===== src/rtl/square_arbiter.sv =====
// Round-robin arbiter sharing one square unit between N_REQ requesters.
// Optional WAIT watchdog is built when SQUARE_ARB_TIMEOUT_EN is defined.
module square_arbiter #(
  parameter int N_REQ          = 4,
  parameter int ID_W           = $clog2(N_REQ),
  parameter int TIMEOUT_CYCLES = 15
) (
  input  logic                 clk_in,
  input  logic                 rst_in,
  input  logic [N_REQ-1:0]     req_in,
  input  logic [8*N_REQ-1:0]   value_in,
  output logic [N_REQ-1:0]     grant_out,
  output logic [15:0]          result_out,
  output logic [ID_W-1:0]      result_id_out,
  output logic                 result_valid_out,
  output logic                 busy_out,
  output logic                 error_out,
  output logic                 sq_ready_out,
  output logic [7:0]           sq_value_out,
  input  logic [15:0]          sq_square_in,
  input  logic                 sq_busy_in,
  input  logic                 sq_valid_in
);

  typedef enum logic [1:0] {IDLE, LAUNCH, WAIT, DONE} state_t;

  state_t          state;
  logic [ID_W-1:0] rr_ptr;
  logic [ID_W-1:0] win;
  logic [ID_W-1:0] win_next;
  logic            found;
  logic [7:0]      ops [N_REQ];

  // The square unit's busy flag is informational only.
  logic unused_busy;
  assign unused_busy = sq_busy_in;

  for (genvar i = 0; i < N_REQ; i++) begin : g_ops
    assign ops[i] = value_in[8*i +: 8];
  end

  // First set request at or above rr_ptr, wrapping past N_REQ-1.
  always_comb begin
    int idx;
    found = 1'b0;
    win   = '0;
    idx   = 0;
    for (int k = 0; k < N_REQ; k++) begin
      idx = int'(rr_ptr) + k;
      if (idx >= N_REQ) idx = idx - N_REQ;
      if (!found && req_in[ID_W'(idx)]) begin
        found = 1'b1;
        win   = ID_W'(idx);
      end
    end
  end

  assign win_next = (win == ID_W'(N_REQ-1)) ? '0 : win + 1'b1;
  assign busy_out = (state != IDLE);

`ifdef SQUARE_ARB_TIMEOUT_EN
  localparam int CNT_W = $clog2(TIMEOUT_CYCLES + 1);
  logic [CNT_W-1:0] wait_cnt;
`else
  localparam int unused_timeout = TIMEOUT_CYCLES;
  assign error_out = 1'b0;
`endif

  always_ff @(posedge clk_in) begin
    if (rst_in) begin
      state            <= IDLE;
      rr_ptr           <= '0;
      grant_out        <= '0;
      sq_ready_out     <= 1'b0;
      sq_value_out     <= '0;
      result_out       <= '0;
      result_id_out    <= '0;
      result_valid_out <= 1'b0;
`ifdef SQUARE_ARB_TIMEOUT_EN
      error_out        <= 1'b0;
      wait_cnt         <= '0;
`endif
    end else begin
      case (state)
        IDLE: begin
          if (found) begin
            grant_out     <= N_REQ'(1) << win;
            sq_ready_out  <= 1'b1;
            sq_value_out  <= ops[win];
            result_id_out <= win;
            rr_ptr        <= win_next;
            state         <= LAUNCH;
          end
        end
        LAUNCH: begin
          grant_out    <= '0;
          sq_ready_out <= 1'b0;
`ifdef SQUARE_ARB_TIMEOUT_EN
          wait_cnt     <= '0;
`endif
          state        <= WAIT;
        end
        WAIT: begin
          // A valid on the final watchdog cycle still counts as a result.
          if (sq_valid_in) begin
            result_out       <= sq_square_in;
            result_valid_out <= 1'b1;
            state            <= DONE;
          end
`ifdef SQUARE_ARB_TIMEOUT_EN
          else if (wait_cnt == CNT_W'(TIMEOUT_CYCLES - 1)) begin
            error_out <= 1'b1;
            state     <= DONE;
          end else begin
            wait_cnt <= wait_cnt + 1'b1;
          end
`endif
        end
        DONE: begin
          result_valid_out <= 1'b0;
`ifdef SQUARE_ARB_TIMEOUT_EN
          error_out        <= 1'b0;
`endif
          state            <= IDLE;
        end
        default: state <= IDLE;
      endcase
    end
  end

endmodule


===== config.mk =====
export PLATFORM = sky130hd
export DESIGN_NAME = square_arbiter
export DESIGN_NICKNAME = d
export VERILOG_FILES = /design/src/rtl/square_arbiter.sv
export SDC_FILE = /design/constraint.sdc
export NUM_CORES = 1
export LEC_CHECK = 0
export ABC_CLOCK_PERIOD_IN_PS = 3800
export CORE_MARGIN = 1
export CORE_UTILIZATION = 44
export CTS_BUF_LIST = sky130_fd_sc_hd__clkbuf_16
export DETAILED_ROUTE_END_ITERATION = 8
export PLACE_DENSITY = 0.89
export SYNTH_ARGS = -nofsm -noshare
export SYNTH_HDL_FRONTEND = slang
export SYNTH_SLANG_ARGS = --single-unit

===== constraint.sdc =====
create_clock -name clk_in -period 3.8 [get_ports clk_in]
set_input_delay 0.76 -clock clk_in [delete_from_list [all_inputs] [get_ports clk_in]]
set_output_delay 0.76 -clock clk_in [all_outputs]
set_load 0.1 [all_outputs]

==> qor.csv <==
metric,value,unit
drive_above_1_share,12.85,%
clk_path_buf_depth,2,
ir_drop,591.5,uV
grt-ovfl-total,0,
portBuffers,87,
postCtsResizedCells,0,
cts_tree,done,
synth_mux_area_share,4.803,%
crit_fanout,14,
syn_avg_cell_area,9.149,sq um
seq_area,720.7,sq um
post_cts_buffers,0,
drv_cap,0,
path_class,in -> reg,
p_sw,1323,uW
yosys.area_share.xor_xnor,0,%
die_w,67.29,um
path_clk_slew,0.05,ns
utilization,70.89,%
finalCriticalPeriod,2.805,ns
place_congestion,0.7615,
slowest_delay,0.77,ns
rows,23,
dp.cells,330,
yosysWarnings,0,
antenna_found_initial,0,
initial_core_util,46.22,%
cts_made_buffers,5,
grt_max_degree,22,
tightest_slew,1.011,ns
wl_per_cell,14.78,um
fmax,356.5,MHz
r2r_slack,1.32,ns
crit_path_end_kind,flop,
syn-num-nets,265,
p_sw_share,52.36,%
power_frac_clock,18.4,%
cpMaxStageDelayCell,nor2_1,
grt_pass1_wl,7790,um
min_path_type,reg -> reg,
cp-start-kind,input pin,
drc,0,
clkLatencyLatePin,0.28,ns
synth_top_family_by_area,compound AO/OA/AOI/OAI gates,
area_growth,53.37,%
ys_types,34,
via_per_inst,5.186,
diodes,0,
ant_nets,0,
slew_headroom,32.41,%
clock_skew,0.002908,ns
grt_pass1_vias,1654,
yosysSeqAreaShare,38.43,%
synth_area,1876,sq um
leakage,0.001081,uW
crit_path_cell_trace,"clkdlybuf4s50_1, nor4_2, nor2_1, and3_1, a211oi_2",
drtIter0Drc,94,
fin_tns_setup,0,ns
ios,90,
rsz0062_at_grt,false,
hold_viol,0,
fin_nets,347,
design_area,2877,sq um
hpwl,3653,um
finalNonFillerCells,338,
synth_compound_area_share,27.15,%
pwr-share-comb,59.9,%
synth_cells,205,
ys_ff_latch,36,
arrival,2.94,ns
power_density,878.2,nW/um^2
mostFrequentLayoutCell,clkdlybuf4s50_1,
synth-adder-area-share,2.668,%
place_area,2709,sq um
htreeDepth,2,
cts_hold_buf,0,
layout_common_cells,"clkdlybuf4s50_1, nand2_1, dfxtp_1",
grt_usage,23.39,%
die_h,67.29,um
tritoncts_num_sinks,36,
drt_wl_total,4997,um
slew_violations,0,
crit_required,3.94,ns
drt-pass1-iter-count,4,
finalCritPeriodShare,73.82,%
status,"finished, final reports clean",
setup_viol,0,
n_fill_cell,296,
vias,1753,
seq_power_share,21.7,%
cts-root-buf,clkbuf_16,
intPower,1204,uW
multi_input_area,1027,sq um
synth_simple_gate_area_share,19.95,%
core,4058,sq um
dieArea,4528,sq um
==> metrics by stage <==
stage	total power, uW	hold slack, ns	worst slack, ns
3_5_place_dp	2055	0.4480	0.7267
6_report	2526	0.4522	0.9948
3_3_place_gp	2032	0.4405	0.7995
2_1_floorplan	1763	0.5037	1.648
4_1_cts	2534	0.4549	0.9995
5_1_grt	2643	0.4742	0.8361
==> final timing paths <==
path	startpoint	endpoint	cells past startpoint
worst min-delay path	result_id_out[0]	result_id_out[0]	2
worst min register to register	result_id_out[0]	result_id_out[0]	2
worst max-delay path	req_in[2]	sq_value_out[5]	5
worst max register to register	state[0]	sq_value_out[5]	6
==> cells in the mapped netlist, drive strengths merged <==
cell,number,share of area (%)
a211oi,10,6.1
a21o,2,0.93
a21oi,21,5.6
a221oi,8,6.4
a2bb2oi,1,0.47
a311oi,1,0.80
a32oi,4,1.9
and2,12,4.1
and3,2,0.67
buf,6,3.6
clkbuf,7,2.0
conb,1,0.20
dfxtp,36,38
ha,4,2.7
inv,6,1.2
mux2i,9,4.8
nand2,41,8.7
nand2b,3,1.0
nand3,1,0.93
nor2,15,3.0
nor2b,1,0.33
nor4,1,0.67
o21ai,2,0.53
o21bai,9,3.6
o221ai,1,0.80
or2,1,0.47
==> per-layer routing <==
layer	track usage [%]	routed length, um
met5	0	0
met4	9.840	104
met3	3.716	152
met2	41.13	2698
met1	27.97	2042
==> critical path, delay by kind of cell <==
family                 cells  cell delay [ns]
AO/OA/AOI/OAI              1             0.14
buffers and inverters      1             0.56
AND/OR/NAND/NOR            3             1.47
==> logic make-up after synthesis <==
family	count (synthesis)
and+or+nand+nor	77
AOI/OAI and AO/OA	59
DFF	36
buffers and inverters	19
muxes	9
adders and majority gates	4
other	1
==> power by group through the flow <==
stage               clock network [uW]  registers, uW  logic [uW]
global route                       487            563        1590
finish                             464            548        1510
floorplan                            0           1150         611
CTS                                469            547        1520
detailed placement                   0            555        1500
global placement                     0            551        1480
==> flip-flops by register name (all words and copies together) (netlist names) <==
register,cells
state,2
sq_value_out,8
result_id_out,2
rr_ptr,2
grant_out,4
result_out,16
result_valid_out,1
sq_ready_out,1
==> layout make-up <==
type	count	share of cell area (%)
Clock buffer	5	4.350
Clock inverter	3	1.479
Inverter	6	0.7829
Multi-Input combinational cell	150	35.71
Sequential cell	36	25.05
Tap cell	50	2.175
Timing Repair Buffer	88	30.45
(Power assumes the default switching activity.)
==> RTL edit 1, RTL diff (config.mk and constraints unchanged) <==
Set the parameter `N_REQ` to 2 (it was 4).
--- a/src/rtl/square_arbiter.sv
+++ b/src/rtl/square_arbiter.sv
@@ -3,3 +3,3 @@
 module square_arbiter #(
-  parameter int N_REQ          = 4,
+  parameter int N_REQ          = 2,
   parameter int ID_W           = $clog2(N_REQ),
Interface: changed (resized grant_out, req_in, result_id_out and value_in); port bits go from 90 to 69. No check against the original RTL was run, so the function may have changed too.
==> RTL edit 1 against the unedited design <==
Power fell by 32%; sequential power down 14%; routed wire length fell by 31%; sequential cell count down 4; area after synthesis decreased by 26%; worst setup slack improved by 0.27 ns; combinational power fell by 42%; synthesized cell count fell by 26%; first-iteration DRC count decreased by 64%; final area down 26%; core utilization grew 3.2 points; critical path type is now register to primary output; critical endpoint is now sq_value_out[6].
==> RTL edit 1: results (changes against the unedited design) <==
* Vias in the first global route at 1234 (-25%)
* Wire per inst at 13.4 um (-9.1%)
* Final core utilization at 74.1% (+3.2 points)
* Reg-to-Reg End: result_out[14]
* Dpl cells at 249 (-25%)
* Sequential fraction of the synthesis area at 46.3% (+7.9 points)
* Hold path start: result_out[6]
* Nonclk inv count at 5 (-1)
* Via/cell ratio at 4.76 (-8.2%)
* Signal buf overhead at 30.8% (+0.30 points)
* Hold Path End: result_out[6]
* Synth unique cells at 31 (-8.8%)
* Max-slew headroom at 33.4% (+0.98 points)
* Layout clock area frac at 6.22% (+0.39 points)
* FF-to-FF setup slack at 2.26 ns (+0.94 ns)
* DR iter-0 viols at 34 (-64%)
* Storage cell area at 641 um2 (-11%)
* Slowest stage delay, CP at 1.15 ns (+0.38 ns)
* Clk sinks at 32 (-11%)
* F_max at 395 MHz (+11%)
* 1st-pass router iterations at 6 (+2)
* Worst R2R Path Depth at 5 (-1)
* Worst Skew at 0.00307 ns (+0.000161 ns)
* Outcome: finished clean
* Top cells by count, synth: nand2_1, dfxtp_1, a21oi_1, mux2i_1
* Layout fillers at 206 (-30%)
* Leak at 0.791 nW (-27%)
* DP HPWL at 2.51 mm (-31%)
## RTL edit 1: cell families after synthesis
| logic type | Yosys count | synth area share (%) |
|---|---|---|
| compound gates | 39 | 17.9 |
| other cells | 1 | 0.271 |
| mux | 11 | 7.96 |
| simple gates | 47 | 14.4 |
| xor+xnor | 1 | 0.633 |
| buf+inv | 15 | 8.05 |
| fa+ha+maj | 5 | 4.52 |
| flops | 32 | 46.3 |
## RTL edit 1: power by group through the flow
stage / clock (mW) / sequential [mW] / combinational (mW)
global placement: 0 / 0.471 / 0.860
detailed placement: 0 / 0.478 / 0.880
finish: 0.365 / 0.471 / 0.882
global route: 0.387 / 0.483 / 0.919
floorplan: 0 / 0.870 / 0.315
CTS: 0.373 / 0.473 / 0.883
## RTL edit 1: per-layer routing
metal | routed length (um) | vias up | track usage (%)
met2 | 1800 | 36 | 38.6
met4 | 76 | 0 | 11.2
met1 | 1380 | 550 | 23.1
met3 | 192 | 9 | 9.15
li1 | - | 624 | -
met5 | 0 | - | 0
==> RTL edit 2, RTL diff (config.mk and constraints unchanged) <==
Made on the original files. Encoding of `state_t`: now one-hot (4 bits for 4 states).
--- a/src/rtl/square_arbiter.sv
+++ b/src/rtl/square_arbiter.sv
@@ -24,3 +24,3 @@
 
-  typedef enum logic [1:0] {IDLE, LAUNCH, WAIT, DONE} state_t;
+  typedef enum logic [3:0] {IDLE = 4'b0001, LAUNCH = 4'b0010, WAIT = 4'b0100, DONE = 4'b1000} state_t;
 
Check against the original RTL: same outputs for any inputs over 10 cycles, from zero or initial values and one cycle with rst_in high; not proved beyond that.
==> RTL edit 2 against the unedited design <==
Routed wire length is 8.1% lower; final area is 3.1% lower; register-to-register slack better by 0.31 ns; sequential cell count is 2 higher; count of clock-buffer cells in the layout stayed put; worst setup slack worse by 0.22 ns; critical path type is now register to primary output; area after synthesis is 8.3% lower; fmax is 7.4% lower.
Power is not compared: it rests on default switching activity, and its combinational part moved more than twofold at a synthesized area within 25%.
==> RTL edit 2: results (changes against the unedited design) <==
* Worst Setup EP: busy_out
* Seq group at 0.476 mW
* Synthesized Nets at 267 (+0.75%)
* Largest net degree at the start of global routing at 24 (+9.1%)
* Post-Route WL at 4.59 mm (-8.1%)
* DP HPWL at 3.31 mm (-9.5%)
* Worst-margin pin slew at 0.997 ns (-0.0134 ns)
* Synth area leaders: dfxtp_1, nand2_1, a21oi_1
* Arr. time, crit path at 2.27 ns (-0.67 ns)
* Layout fillers at 305 (+3.0%)
* CTS resizes at 0 (unchanged)
* Share of cells above drive strength 1 at 5.08% (-7.8 points)
* Fin Hold WS at 0.450 ns (-0.00231 ns)
* Avg Cell Area, Syn at 8.15 um2 (-11%)
* Largest delay share family, worst path: buffers and inverters
* Worst-path fanout max at 11 (-3)
* Vias in the first global route at 1705 (+3.1%)
* Largest registers: result_out (16), sq_value_out (8)
* Slowest CP cell: clkdlybuf4s50_1
* Reg-to-Reg End: sq_value_out[4]
* Full die area at 0.00416 mm2 (-8.1%)
* Cell Area, Placed at 0.00260 mm2 (-4.1%)
* Worst R2R Path Depth at 6 (unchanged)
* DR vias at 1778 (+1.4%)
* First-pass GRT wire length at 7.45 mm (-4.3%)
* Top cells by count, synth: nand2_1, dfxtp_1, a21oi_1, nor2_1, mux2i_1
* H-tree depth at 2 (unchanged)
* Dpl cells at 335 (+1.5%)
* Synth unique cells at 35 (+2.9%)
* Slowest stage delay, CP at 0.98 ns (+0.21 ns)
* Hold Path End: result_out[7]
* FF-to-FF setup slack at 1.63 ns (+0.31 ns)
* Placer Congestion at 0.762 (about the same)
* Worst Skew at 0.00318 ns (+0.000275 ns)
* Area of the multi-input gates at 872 um2 (-15%)
* Int Power at 1.01 mW
* Final worst-path cycle share at 79.7% (+5.9 points)
* Sequential fraction of the synthesis area at 44.3% (+5.8 points)
* Hold path start: result_out[7]
* Outcome: finished clean
* Wire per inst at 13.4 um (-9.5%)
* Nets at 350 (+0.86%)
* Total Routing Usage GR at 23.3% (-0.055 points)
* Pre-CTS WS at 0.969 ns (+0.242 ns)
* DR iter-0 viols at 73 (-22%)
* CP Launch Point: state[1]
RTL edit 2: cell types whose count changed after synthesis, moves of 4 or more:
cell and change:
a32oi_1 -4, ha_1 -4, a221oi_1 +8, a211oi_2 -8, a21oi_1 +10, and2_1 -9, nand2_1 +12, a221oi_2 -8
RTL edit 2: cells by family after synthesis:
kind of cell,count (synthesis),share of synthesized area [%]
AO/OA/AOI/OAI,62,23.4
XOR/XNOR,2,1.02
buffers and inverters,17,5.02
flip-flops,38,44.3
multiplexers,9,5.24
other,1,0.218
AND/OR/NAND/NOR,82,20.9
RTL edit 2: cell type report:
type                            instances  share of cell area [%]
Inverter                                3                   0.404
Tap cell                               48                    2.16
Clock inverter                          3                    2.29
Clock buffer                            5                    4.49
Multi-Input combinational cell        156                    31.3
Sequential cell                        38                    27.3
Timing Repair Buffer                   90                    32.1
RTL edit 2: per-layer routing:
metal,global-route usage (%),wire [um],up-vias
met3,5.28,214,11
met1,26.7,1940,819
met4,12.5,114,0
li1,-,-,896
met5,0,0,-
met2,40.1,2330,52
